`src/rtl/issue_ex_pipe_stage_pkg.sv`:
```
// Shared definitions for the issue->EX pipeline stage: per-lane payload field
// offsets, payload width formula and main/skid occupancy state encodings.
package issue_ex_pipe_stage_pkg;

    // Occupancy of the two-entry (main + skid) buffer
    typedef enum logic [1:0] {
        ISSUE_ST_EMPTY = 2'd0,
        ISSUE_ST_FULL  = 2'd1,
        ISSUE_ST_SKID  = 2'd2
    } issue_state_e;

    // Per-lane payload: instr | imm | pc (DATA_W each), rs1 | rs2 | rd (REG_W each), bp (1)
    function automatic int issue_pay_w(input int data_w, input int reg_w);
        return 3 * data_w + 3 * reg_w + 1;
    endfunction

    function automatic int issue_pay_instr(input int data_w, input int reg_w);
        return 0 * data_w + 0 * reg_w;
    endfunction

    function automatic int issue_pay_imm(input int data_w, input int reg_w);
        return data_w + 0 * reg_w;
    endfunction

    function automatic int issue_pay_pc(input int data_w, input int reg_w);
        return 2 * data_w + 0 * reg_w;
    endfunction

    function automatic int issue_pay_rs1(input int data_w, input int reg_w);
        return 3 * data_w + 0 * reg_w;
    endfunction

    function automatic int issue_pay_rs2(input int data_w, input int reg_w);
        return 3 * data_w + reg_w;
    endfunction

    function automatic int issue_pay_rd(input int data_w, input int reg_w);
        return 3 * data_w + 2 * reg_w;
    endfunction

    function automatic int issue_pay_bp(input int data_w, input int reg_w);
        return 3 * data_w + 3 * reg_w;
    endfunction

endpackage

```
`src/rtl/issue_pipe_entry.sv`:
```
// One LANES-wide pipeline entry: per-lane valid bit plus payload. A lane that
// is loaded without its valid bit stores an all-zero payload (instr 0 = bubble).
// clr has priority over load.
module issue_pipe_entry #(
    parameter int LANES = 2,
    parameter int PAY_W = 112
) (
    input  logic                   clk,
    input  logic                   rstn,
    input  logic                   clr,
    input  logic                   load,
    input  logic [LANES-1:0]       in_lane_vld,
    input  logic [LANES*PAY_W-1:0] in_payload,
    output logic [LANES-1:0]       lane_vld,
    output logic [LANES*PAY_W-1:0] payload
);

    logic [LANES-1:0]       lane_vld_d, lane_vld_q;
    logic [LANES*PAY_W-1:0] payload_d,  payload_q;

    // Next-entry selection: clear, load (zeroing killed/absent lanes) or hold
    always_comb begin
        // NOTE: every output of a combinational block gets a default first, so no path can infer a latch.
        lane_vld_d = lane_vld_q;
        payload_d  = payload_q;
        if (clr) begin
            lane_vld_d = '0;
            payload_d  = '0;
        end else if (load) begin
            lane_vld_d = in_lane_vld;
            for (int i = 0; i < LANES; i++) begin
                payload_d[i*PAY_W +: PAY_W] = in_lane_vld[i] ? in_payload[i*PAY_W +: PAY_W] : '0;
            end
        end
    end

    // Entry register
    always_ff @(posedge clk or negedge rstn) begin
        // NOTE: the payload is reset too (not just the valid bits) because a
        // downstream lane must read zero whenever it is not valid, including right after reset.
        if (!rstn) begin
            // NOTE: sequential state is updated with non-blocking assignments only.
            lane_vld_q <= '0;
            payload_q  <= '0;
        end else begin
            lane_vld_q <= lane_vld_d;
            payload_q  <= payload_d;
        end
    end

    assign lane_vld = lane_vld_q;
    assign payload  = payload_q;

endmodule

```
`src/rtl/issue_ex_pipe_stage.sv`:
```
// Issue->EX1 pipeline stage: valid/ready handshake with a main + skid entry,
// per-lane kill and per-lane valid. Groups move atomically.
// Optional feature macro: ISSUE_PERF_CNT_EN adds stall/bubble/kill counters.
module issue_ex_pipe_stage
    import issue_ex_pipe_stage_pkg::*;
#(
    parameter int LANES  = 2,
    parameter int DATA_W = 32,
    parameter int REG_W  = 5
`ifdef ISSUE_PERF_CNT_EN
    ,
    parameter int CNT_W  = 32
`endif
) (
    input  logic                                           clk,
    input  logic                                           rstn,
    input  logic                                           flush,
    input  logic                                           in_valid,
    output logic                                           in_ready,
    input  logic [LANES-1:0]                               in_lane_vld,
    input  logic [LANES-1:0]                               in_nop,
    input  logic [LANES*issue_pay_w(DATA_W, REG_W)-1:0]    in_payload,
    output logic                                           out_valid,
    input  logic                                           out_ready,
    output logic [LANES-1:0]                               out_lane_vld,
    output logic [LANES*issue_pay_w(DATA_W, REG_W)-1:0]    out_payload
`ifdef ISSUE_PERF_CNT_EN
    ,
    output logic [CNT_W-1:0]                               perf_stall_cnt,
    output logic [CNT_W-1:0]                               perf_bubble_cnt,
    output logic [CNT_W-1:0]                               perf_kill_cnt
`endif
);

    localparam int PAY_W = issue_pay_w(DATA_W, REG_W);

    issue_state_e           state_d, state_q;
    logic                   accept, release_grp;
    logic                   main_load, main_from_skid, main_clr;
    logic                   skid_load, skid_clr;
    logic [LANES-1:0]       in_vld_eff, skid_lane_vld, main_in_vld;
    logic [LANES*PAY_W-1:0] skid_payload, main_in_payload;

    assign in_ready    = (state_q != ISSUE_ST_SKID);
    assign out_valid   = (state_q != ISSUE_ST_EMPTY);
    assign accept      = in_valid & in_ready & ~flush;
    assign release_grp = out_valid & out_ready;
    assign in_vld_eff  = in_lane_vld & ~in_nop;

    // Occupancy FSM next state and entry load/clear controls; flush dominates
    always_comb begin
        state_d        = state_q;
        main_load      = 1'b0;
        main_from_skid = 1'b0;
        main_clr       = 1'b0;
        skid_load      = 1'b0;
        skid_clr       = 1'b0;
        if (flush) begin
            state_d  = ISSUE_ST_EMPTY;
            main_clr = 1'b1;
            skid_clr = 1'b1;
        end else begin
            case (state_q)
                ISSUE_ST_EMPTY: begin
                    if (accept) begin
                        state_d   = ISSUE_ST_FULL;
                        main_load = 1'b1;
                    end
                end
                ISSUE_ST_FULL: begin
                    if (accept && release_grp) begin
                        main_load = 1'b1;
                    end else if (accept) begin
                        state_d   = ISSUE_ST_SKID;
                        skid_load = 1'b1;
                    end else if (release_grp) begin
                        state_d  = ISSUE_ST_EMPTY;
                        main_clr = 1'b1;
                    end
                end
                ISSUE_ST_SKID: begin
                    if (release_grp) begin
                        state_d        = ISSUE_ST_FULL;
                        main_load      = 1'b1;
                        main_from_skid = 1'b1;
                        skid_clr       = 1'b1;
                    end
                end
                default: state_d = ISSUE_ST_EMPTY;
            endcase
        end
    end

    // Occupancy state register
    always_ff @(posedge clk or negedge rstn) begin
        if (!rstn) state_q <= ISSUE_ST_EMPTY;
        else       state_q <= state_d;
    end

    // Main entry refills from the skid entry when one is waiting, else from upstream
    assign main_in_vld     = main_from_skid ? skid_lane_vld : in_vld_eff;
    assign main_in_payload = main_from_skid ? skid_payload  : in_payload;

    issue_pipe_entry #(.LANES(LANES), .PAY_W(PAY_W)) u_main (
        .clk         (clk),
        .rstn        (rstn),
        .clr         (main_clr),
        .load        (main_load),
        .in_lane_vld (main_in_vld),
        .in_payload  (main_in_payload),
        .lane_vld    (out_lane_vld),
        .payload     (out_payload)
    );

    issue_pipe_entry #(.LANES(LANES), .PAY_W(PAY_W)) u_skid (
        .clk         (clk),
        .rstn        (rstn),
        .clr         (skid_clr),
        .load        (skid_load),
        .in_lane_vld (in_vld_eff),
        .in_payload  (in_payload),
        .lane_vld    (skid_lane_vld),
        .payload     (skid_payload)
    );

`ifdef ISSUE_PERF_CNT_EN
    logic [CNT_W-1:0] stall_cnt_d, stall_cnt_q;
    logic [CNT_W-1:0] bubble_cnt_d, bubble_cnt_q;
    logic [CNT_W-1:0] kill_cnt_d, kill_cnt_q;
    logic [CNT_W-1:0] kill_pop;

    // Counter increments; kills count only for groups actually accepted
    always_comb begin
        kill_pop = '0;
        for (int i = 0; i < LANES; i++) begin
            kill_pop = kill_pop + CNT_W'(in_lane_vld[i] & in_nop[i]);
        end
        stall_cnt_d  = stall_cnt_q  + CNT_W'(out_valid & ~out_ready);
        bubble_cnt_d = bubble_cnt_q + CNT_W'(~out_valid);
        kill_cnt_d   = accept ? kill_cnt_q + kill_pop : kill_cnt_q;
    end

    // Wrap-around counters, cleared only by reset (flush does not touch them)
    always_ff @(posedge clk or negedge rstn) begin
        if (!rstn) begin
            stall_cnt_q  <= '0;
            bubble_cnt_q <= '0;
            kill_cnt_q   <= '0;
        end else begin
            stall_cnt_q  <= stall_cnt_d;
            bubble_cnt_q <= bubble_cnt_d;
            kill_cnt_q   <= kill_cnt_d;
        end
    end

    assign perf_stall_cnt  = stall_cnt_q;
    assign perf_bubble_cnt = bubble_cnt_q;
    assign perf_kill_cnt   = kill_cnt_q;
`endif

endmodule

```
`config.mk`:
```
export PLATFORM = sky130hd
export DESIGN_NAME = issue_ex_pipe_stage
export DESIGN_NICKNAME = d
export VERILOG_FILES = /design/src/rtl/issue_ex_pipe_stage_pkg.sv /design/src/rtl/issue_pipe_entry.sv /design/src/rtl/issue_ex_pipe_stage.sv
export SDC_FILE = /design/constraint.sdc
export NUM_CORES = 1
export LEC_CHECK = 0
export CAP_MARGIN = 20
export CELL_PAD_IN_SITES_DETAIL_PLACEMENT = 0
export CELL_PAD_IN_SITES_GLOBAL_PLACEMENT = 1
export CORE_MARGIN = 2
export CORE_UTILIZATION = 35
export DETAILED_ROUTE_END_ITERATION = 10
export PLACE_DENSITY = 0.72
export SYNTH_ARGS = -nofsm -noshare
export SYNTH_HDL_FRONTEND = slang
export SYNTH_SLANG_ARGS = --single-unit
export TNS_END_PERCENT = 30
```
`constraint.sdc`:
```
create_clock -name clk -period 1.7 [get_ports clk]
set_input_delay 0.17 -clock clk [delete_from_list [all_inputs] [get_ports clk]]
set_output_delay 0.17 -clock clk [all_outputs]
set_load 0.05 [all_outputs]
```
==> results by group, run 1 <==
STA
  – Max Transition Viols Final: 0
  – Fmax: between 500 and 600 MHz
  – WHS: around 0.042 ns
  – Worst slew pin tran: 0.534 ns
  – Final setup TNS: -22.91 ns
  – Worst relative slew slack: 64.5%
  – Hold Vio Cnt, Final: 0
  – Worst Setup Slack, final: -0.123 ns
  – Final period utilization: 107%
  – # setup viols final: 410
  – Post-layout min period: between 1.5 and 2 ns
  – Unrepaired setup endpoints after global routing: true
  – Final Skew: roughly 0.016 ns

Job
  – Max-Cap Viols: 0

Clocking
  – CTS buffer count: 50
  – Sink Count: 454
  – Clock slew at reported path FFs: approximately 0.06 ns
  – Clk Latency, worst-skew pair: about 0.6 ns
  – CTS tree: done
  – Clk buf depth: 3
  – H-Tree Depth: 2
  – Clk root buf: clkbuf_16

Synth
  – Register bit total from synthesis: 454
  – Yosys cell types: 31
  – Avg Synthesized Cell Area: approximately 12 um2
  – Synthesized instance count: ~1.6k
  – Predominant post-synthesis flop cell: dfrtp_1
  – Share of the yosys chip area belonging to registers: between 50 and 60%
  – Asr flop ratio synth: 100%
  – Net Count, Synth: around 1.8k
  – Synth warnings: 0
  – Synthesized area: 19000 um2
  – Post-synth EDFFs: 0

Global routing
  – GRT Total Usage: around 23%
  – Initial antenna violation count: 5
  – Vias in the first global route: roughly 16k
  – First-pass GRT wire length: about 100 mm
  – Remaining Overflow, GRT: 0
  – Pin count of the biggest net entering global routing: 71

Drt
  – Detailed Routing Iterations Pass 1: 5
  – Total number of vias: approximately 16k
  – Via-per-instance ratio: 5.76
  – Routed WL: 69.6 mm
  – ANT nets after route: 0
  – Starting DRT DRC Count: about 1000
  – DRC viols: 0
  – Wire per inst: between 20 and 25 um

Cells and area
  – Final #Nets: approximately 2.3k
  – Fillers: around 4.5k
  – Final Instance Area: 28600 um2
  – Area added between synthesis and finish: 50.6%
  – Share of cells above drive strength 1: roughly 25%
  – ANT cells: 0

Worst setup path
  – Crit Path Class: reg -> reg
  – FF-to-FF setup slack: -0.12 ns
  – Critical Path AT: roughly 2.3 ns
  – Critical-path maximum fanout: 53
  – CP required: 2.17 ns
  – Crit end category: flip-flop
  – Max incr delay on CP: 0.45 ns
  – Critical path cell sequence: buf_6 -> nand3b_4 -> or2_4 -> buf_12 -> a21oi_1 -> o2bb2ai_2
  – CP max-delay cell: dfrtp_2
  – Startpoint types: flip-flop
  – R2R depth: 6

Outcome
  – Failing checks: setup timing
  – Status: finished with violations

Power
  – Pleak: 13.9 nW
  – PwrDens: approximately 900 nW/um2
  – VDD IR max: roughly 0.71 mV

Place
  – DP HPWL: 41.5 mm
  – GPL Wtd Cong: about 0.80
  – Area of placed instances: between 20000 and 25000 um2
  – I/O Buffers: 460

Floorplanning
  – Die Wd: approximately 240 um
  – Chip height: 237 um
  – # rows: 85
  – Die area: between 50000 and 60000 um2
  – Initial Util: between 30% and 40%
  – Core box area: roughly 54000 um2
  – # IOs: between 400 and 500

Hold path
  – Worst min path class: in -> async
==> synth_stat cells, types with 2 or more instances <==
library cell    n  area share (%)
dfrtp_1       454              60
clkbuf_1       73             1.4
a211oi_1        2           0.079
nor2_1          4           0.079
buf_2          71             1.9
o2bb2ai_1     226              10
buf_6          12            0.71
and3_1        224             7.4
a21oi_1       227             6.0
nor3_2          2            0.11
buf_4          14            0.55
buf_1           3           0.059
nand2b_1        4            0.13
a22o_1        224              10
a21o_1          2           0.079
==> metrics by stage <==
step,worst slack (ns),utilization (%),total power [mW],cells
finish,-0.123,53.2,25.6,2806
global route,-0.213,53.2,26.5,2806
CTS,-0.149,50.7,25.5,2782
detailed placement,-0.390,46.5,14.6,2668
global placement,-0.329,46.5,14.6,2668
floorplan,0.0625,-,12.7,1558
==> worst max-delay path, delay by kind of cell (launching register included) <==
kind	cells	cell delay, ns
buffers and inverters	2	0.36
AO/OA/AOI/OAI	2	0.29
AND/OR/NAND/NOR	2	0.55
flip-flops	1	0.45
==> metal layers <==
layer  part of all wire, %  up-vias  global-route usage (%)  wire length [um]
met2                    47      623                    35.8             32900
met3                   7.4      121                    4.76              5150
met1                    43     8361                    32.1             29600
met5                 0.086        -                       0                60
li1                      -     7050                       -                 -
met4                   2.6       10                    7.02              1830
==> worst paths after layout <==
path                                                       from                              end
worst min-delay path                                       rstn   u_main.payload[99]$_DFFE_PN0P_
worst max-delay path                     state_q[0]$_DFFE_PN0P_   u_main.payload[68]$_DFFE_PN0P_
worst max register to register           state_q[0]$_DFFE_PN0P_   u_main.payload[68]$_DFFE_PN0P_
max in group asynchronous                                  rstn   u_skid.lane_vld[0]$_DFFE_PN0P_
min in group clk                                in_payload[188]  u_skid.payload[188]$_DFFE_PN0P_
worst min register to register  u_main.payload[152]$_DFFE_PN0P_  u_main.payload[152]$_DFFE_PN0P_
==> power by group <==
part / switching [mW] / leakage (nW) / internal [mW] / total [mW]
sequential: 0.186 / 6.29 / 11.0 / 11.2
combinational: 2.10 / 6.82 / 1.48 / 3.57
clock: 4.49 / 0.798 / 6.31 / 10.8
total: 6.77 / 13.9 / 18.8 / 25.6
==> kinds of logic (layout without fill, tap and decap cells) <==
logic type      Yosys count  after routing  share of synthesized area, %
flops                   454            454                          59.9
xor+xnor                  1              1                        0.0462
compound gates          684            684                          27.0
simple gates            245            246                          8.31
buf+inv                 174            725                          4.72
==> area by class of cell <==
| class | instances | area, um2 | share of cell area, % |
|---|---|---|---|
| multi-input combinational | 931 | 7770 | 27.2 |
| timing repair buffer | 638 | 6960 | 24.4 |
| tap | 696 | 871 | 3.05 |
| clock inverter | 13 | 119 | 0.416 |
| clock buffer | 74 | 1490 | 5.20 |
| sequential | 454 | 11400 | 39.8 |
==> registers in the layout (all words and copies together) (netlist names) <==
signal           flops
u_main.lane_vld      2
u_main.payload     224
u_skid.payload     224
u_skid.lane_vld      2
state_q              2
==> cells in the final DEF (no fill, tap or decap), drive strengths merged <==
master / n
clkbuf: 91
o2bb2ai: 226
inv: 1
dfrtp: 454
clkdlybuf4s15: 19
nor4bb: 1
nand4bb: 1
clkinv: 10
nand2: 1
bufinv: 2
buf: 298
a211oi: 2
a22o: 224
or2: 3
xor2: 1
or3b: 1
nand2b: 5
nor2: 6
clkdlybuf4s50: 231
dlygate4sd3: 1
dlygate4sd2: 72
nand3b: 2
a21oi: 227
nor3: 2
a21boi: 1
and3: 224
o21ai: 2
a21o: 2
==> what timing repair did <==
item | 4_1_cts | 5_1_grt
endpoints found under the setup margin | 538 | 486
hold buffers | 1 | 0
pin swaps | 12 | 43
gates resized for setup | 181 | 153
endpoints found under the hold margin | 258 | 0
gates cloned | 10 | 24
setup buffers | 16 | 3
(Power assumes the default switching activity.)
==> inputs of run 2 (changes only) <==
- CORE_UTILIZATION: 35 -> 40
- PLACE_DENSITY: 0.72 -> 0.75
- SYNTH_HIERARCHICAL: unset -> 1
- clock period: 1.7 -> 1.8 ns (I/O delays scaled with it)
==> run 2 against run 1 <==
Against the previous run: the flow still finishes with violations (setup timing); design area fell by 2.4%; sequential power decreased by 7%; global-route usage is 0.41 points higher; critical endpoint is now u_main/payload[212]$_DFFE_PN0P_; highest routed layer unchanged.
==> results by group, run 2 <==
Outcome
  – Status: finished with violations
  – Failing checks: setup timing

Synth
  – Share of the yosys chip area belonging to registers: 58.1% (-1.8 points)
  – Top cell type's share of synthesized area: 58.1% (-1.8 points)
  – Synthesized instance count: 1331 (-15%)
  – Avg Synthesized Cell Area: 14.7 um2 (+21%)
  – Top cells by area in the synthesized netlist: dfrtp_1 (58%), a32o_1 (23%), mux2_2 (7.3%)
  – Cell with the most instances after synthesis: dfrtp_1
  – Net Count, Synth: 1564 (-13%)
  – Largest area contributor in the netlist: dfrtp_1
  – Synthesized area: 19600 um2 (+3.1%)
  – Predominant post-synthesis flop cell: dfrtp_1
  – Asr flop ratio synth: 100% (unchanged)
  – Synth warnings: 6 (+6)
  – Register bit total from synthesis: 454 (unchanged)
  – Top post-synthesis cells by count: dfrtp_1 (454), a32o_1 (448), mux2_2 (126)
  – Post-synth EDFFs: 0 (unchanged)
  – Yosys cell types: 28 (-9.7%)

Global routing
  – Remaining Overflow, GRT: 0 (unchanged)
  – First-pass GRT wire length: 92.7 mm (-8.3%)
  – Pin count of the biggest net entering global routing: 50 (-30%)
  – GRT Total Usage: 23.3% (+0.41 points)
  – Vias in the first global route: 15.8k (-2.9%)
  – Initial antenna violation count: 9 (+4)

Worst setup path
  – CP most frequent cell: nor2b_4
  – Critical Path AT: 2.58 ns (+0.29 ns)
  – Startpoint types: flip-flop
  – CP required: 2.26 ns (+0.09 ns)
  – Critical-path maximum fanout: 49 (-7.5%)
  – R2R depth: 8 (+2)
  – Critical path cell sequence: nor2b_4 -> inv_6 -> nor3b_4 -> buf_4 -> mux2_4 -> nor2b_4 -> buf_12 -> a32o_1
  – Crit end category: flip-flop
  – Max incr delay on CP: 0.40 ns (-0.05 ns)
  – RR Startpoint: state_q[0]$_DFFE_PN0P_
  – Crit Path Class: reg -> reg
  – CP max-delay cell: dfrtp_1
  – Crit path from: state_q[0]$_DFFE_PN0P_

Cells and area
  – Final instance count without filler cells: 2493 (-11%)
  – Post-layout util: 57.3% (+4.1 points)
  – Area added between synthesis and finish: 42.6%
  – Final Instance Area: 27900 um2 (-2.4%)
  – Commonest cells after routing, fill and taps aside: dfrtp_1 (454), a32o_1 (448), clkdlybuf4s50_1 (414)
  – Most common cell after layout, fill and taps aside: dfrtp_1
  – Final #Nets: 2061 (-11%)
  – Share of cells above drive strength 1: 22.5% (-2.9 points)

STA
  – # setup viols final: 631 (+54%)
  – Fmax: 472 MHz (-14%)
  – Worst relative slew slack: 60.4% (-4.1 points)
  – Post-layout min period: 2.12 ns (+0.297 ns)
  – Final Skew: 0.0125 ns (-0.00371 ns)
  – Unrepaired setup endpoints after global routing: true
  – Final period utilization: 118% (+11 points)
  – Max Transition Viols Final: 0 (unchanged)
  – Hold Vio Cnt, Final: 0 (unchanged)
  – Worst Setup Slack, final: -0.320 ns (-0.197 ns)
  – Worst slew pin tran: 0.592 ns (+0.0578 ns)

Power
  – Total power: 23.6 mW (-8.0%)
  – PwrDens: 845 nW/um2 (-5.7%)
  – Pleak: 11.8 nW (-15%)
  – VDD IR max: 0.736 mV (+3.1%)

Clocking
  – H-Tree Depth: 2 (unchanged)
  – Clk Latency, worst-skew pair: 0.58 ns (about the same)
  – Clock slew at reported path FFs: 0.06 ns (about the same)
  – Clk buf depth: 3 (unchanged)
  – CTS buffer count: 49 (-2.0%)
  – CTS tree: done
  – Sink Count: 454 (unchanged)
  – Clk root buf: clkbuf_16

Place
  – Area of placed instances: 26000 um2 (+4.1%)
  – DP HPWL: 40.3 mm (-2.7%)
  – GPL Wtd Cong: 0.812 (+0.96%)
  – I/O Buffers: 460 (unchanged)
  – Post-Place Cells: 2385 (-11%)

Floorplanning
  – # IOs: 461 (unchanged)
  – Chip height: 225 um (-4.9%)
  – # rows: 81 (-4.7%)
  – Die Wd: 225 um (-4.9%)
  – Initial Util: 40.2% (+4.9 points)
  – Die area: 50700 um2 (-9.6%)
  – Core box area: 48600 um2 (-9.4%)

Drt
  – Starting DRT DRC Count: 1251 (+28%)
  – ANT nets after route: 0 (unchanged)
  – Wire per inst: 24.4 um (-1.8%)
  – Via-per-instance ratio: 6.05 (+5.0%)
  – DRC viols: 0 (unchanged)
  – Total number of vias: 15.1k (-6.7%)
  – Routed WL: 60.7 mm (-13%)
  – Detailed Routing Iterations Pass 1: 6 (+1)

Job
  – Max-Cap Viols: 0 (unchanged)

Hold path
  – Worst min path class: in -> async
[run 2: cell types whose count changed after synthesis, sizes merged, moves of 2 or more]
cell / before / now
clkbuf: 73 / 54
o2bb2ai: 226 / 0
nor2b: 0 / 8
a32o: 0 / 448
mux2i: 0 / 4
nand2b: 5 / 1
and3: 224 / 0
a22o: 224 / 0
mux2: 0 / 226
buf: 101 / 117
a21oi: 227 / 1
nand3b: 2 / 0
[run 2: layer usage]
layer	track usage [%]	share of wire [%]	vias up
met5	0	0.068	-
li1	-	-	6533
met3	6.13	7.1	93
met4	7.31	2.6	6
met2	38.4	50	506
met1	30.1	41	7946
[run 2: cell type report]
class / count / area, um2
clock inverters: 13 / 144
flip-flops and latches: 454 / 11400
well taps: 622 / 778
inverters: 1 / 8.76
multi-input cells: 705 / 7330
fillers: 3951 / 20800
diodes: 6 / 15.0
repair buffers: 617 / 6770
clock buffers: 75 / 1480
[run 2: per-stage QoR]
step	hold WS (ns)	TNS (ns)	setup WS, ns
final	0.107	-109.97	-0.320
after global routing	0.141	-170.17	-0.422
after CTS	0.112	-123.87	-0.312
after detailed placement	0.143	-191.58	-0.507
after global placement	0.141	-186.28	-0.487
after floorplan	-0.116	-88.19	-0.411
[run 2: path summary, 6_finish.rpt]
check | end | slack, ns
max in group asynchronous | u_skid/payload[150]$_DFFE_PN0P_ | 0.90
max reg2reg | u_main/payload[212]$_DFFE_PN0P_ | -0.32
min | u_skid/payload[30]$_DFFE_PN0P_ | 0.11
min in group clk | u_skid/payload[48]$_DFFE_PN0P_ | 0.25
max | u_main/payload[212]$_DFFE_PN0P_ | -0.32
min reg2reg | u_skid/payload[61]$_DFFE_PN0P_ | 0.48
[run 2: kinds of logic after synthesis]
group | Yosys count | synth area share [%]
AOI/OAI and AO/OA | 453 | 23.1
buffers and inverters | 172 | 4.84
and+or+nand+nor | 22 | 0.793
muxes | 230 | 13.2
DFF | 454 | 58.1
[run 2: worst max-delay path, delay by kind of cell, from the launching register on]
kind	cells	cell delay [ns]
compound gates	1	0.29
buf+inv	3	0.40
flops	1	0.40
mux	1	0.30
simple gates	3	0.55
[run 2: power breakdown]
| group | internal [mW] | switching, mW |
|---|---|---|
| sequential | 10.3 | 0.0835 |
| combinational | 1.36 | 1.67 |
| clock | 6.05 | 4.05 |
| total | 17.8 | 5.81 |
[run 2: repair_timing]
action | in CTS | in global routing
setup endpoints to repair | 636 | 636
cloned | 1 | 3
hold buffers | 1 | 0
pin swaps | 0 | 7
gates resized for setup | 2 | 12
endpoints found under the hold margin | 303 | 0
setup buffers | 2 | 8
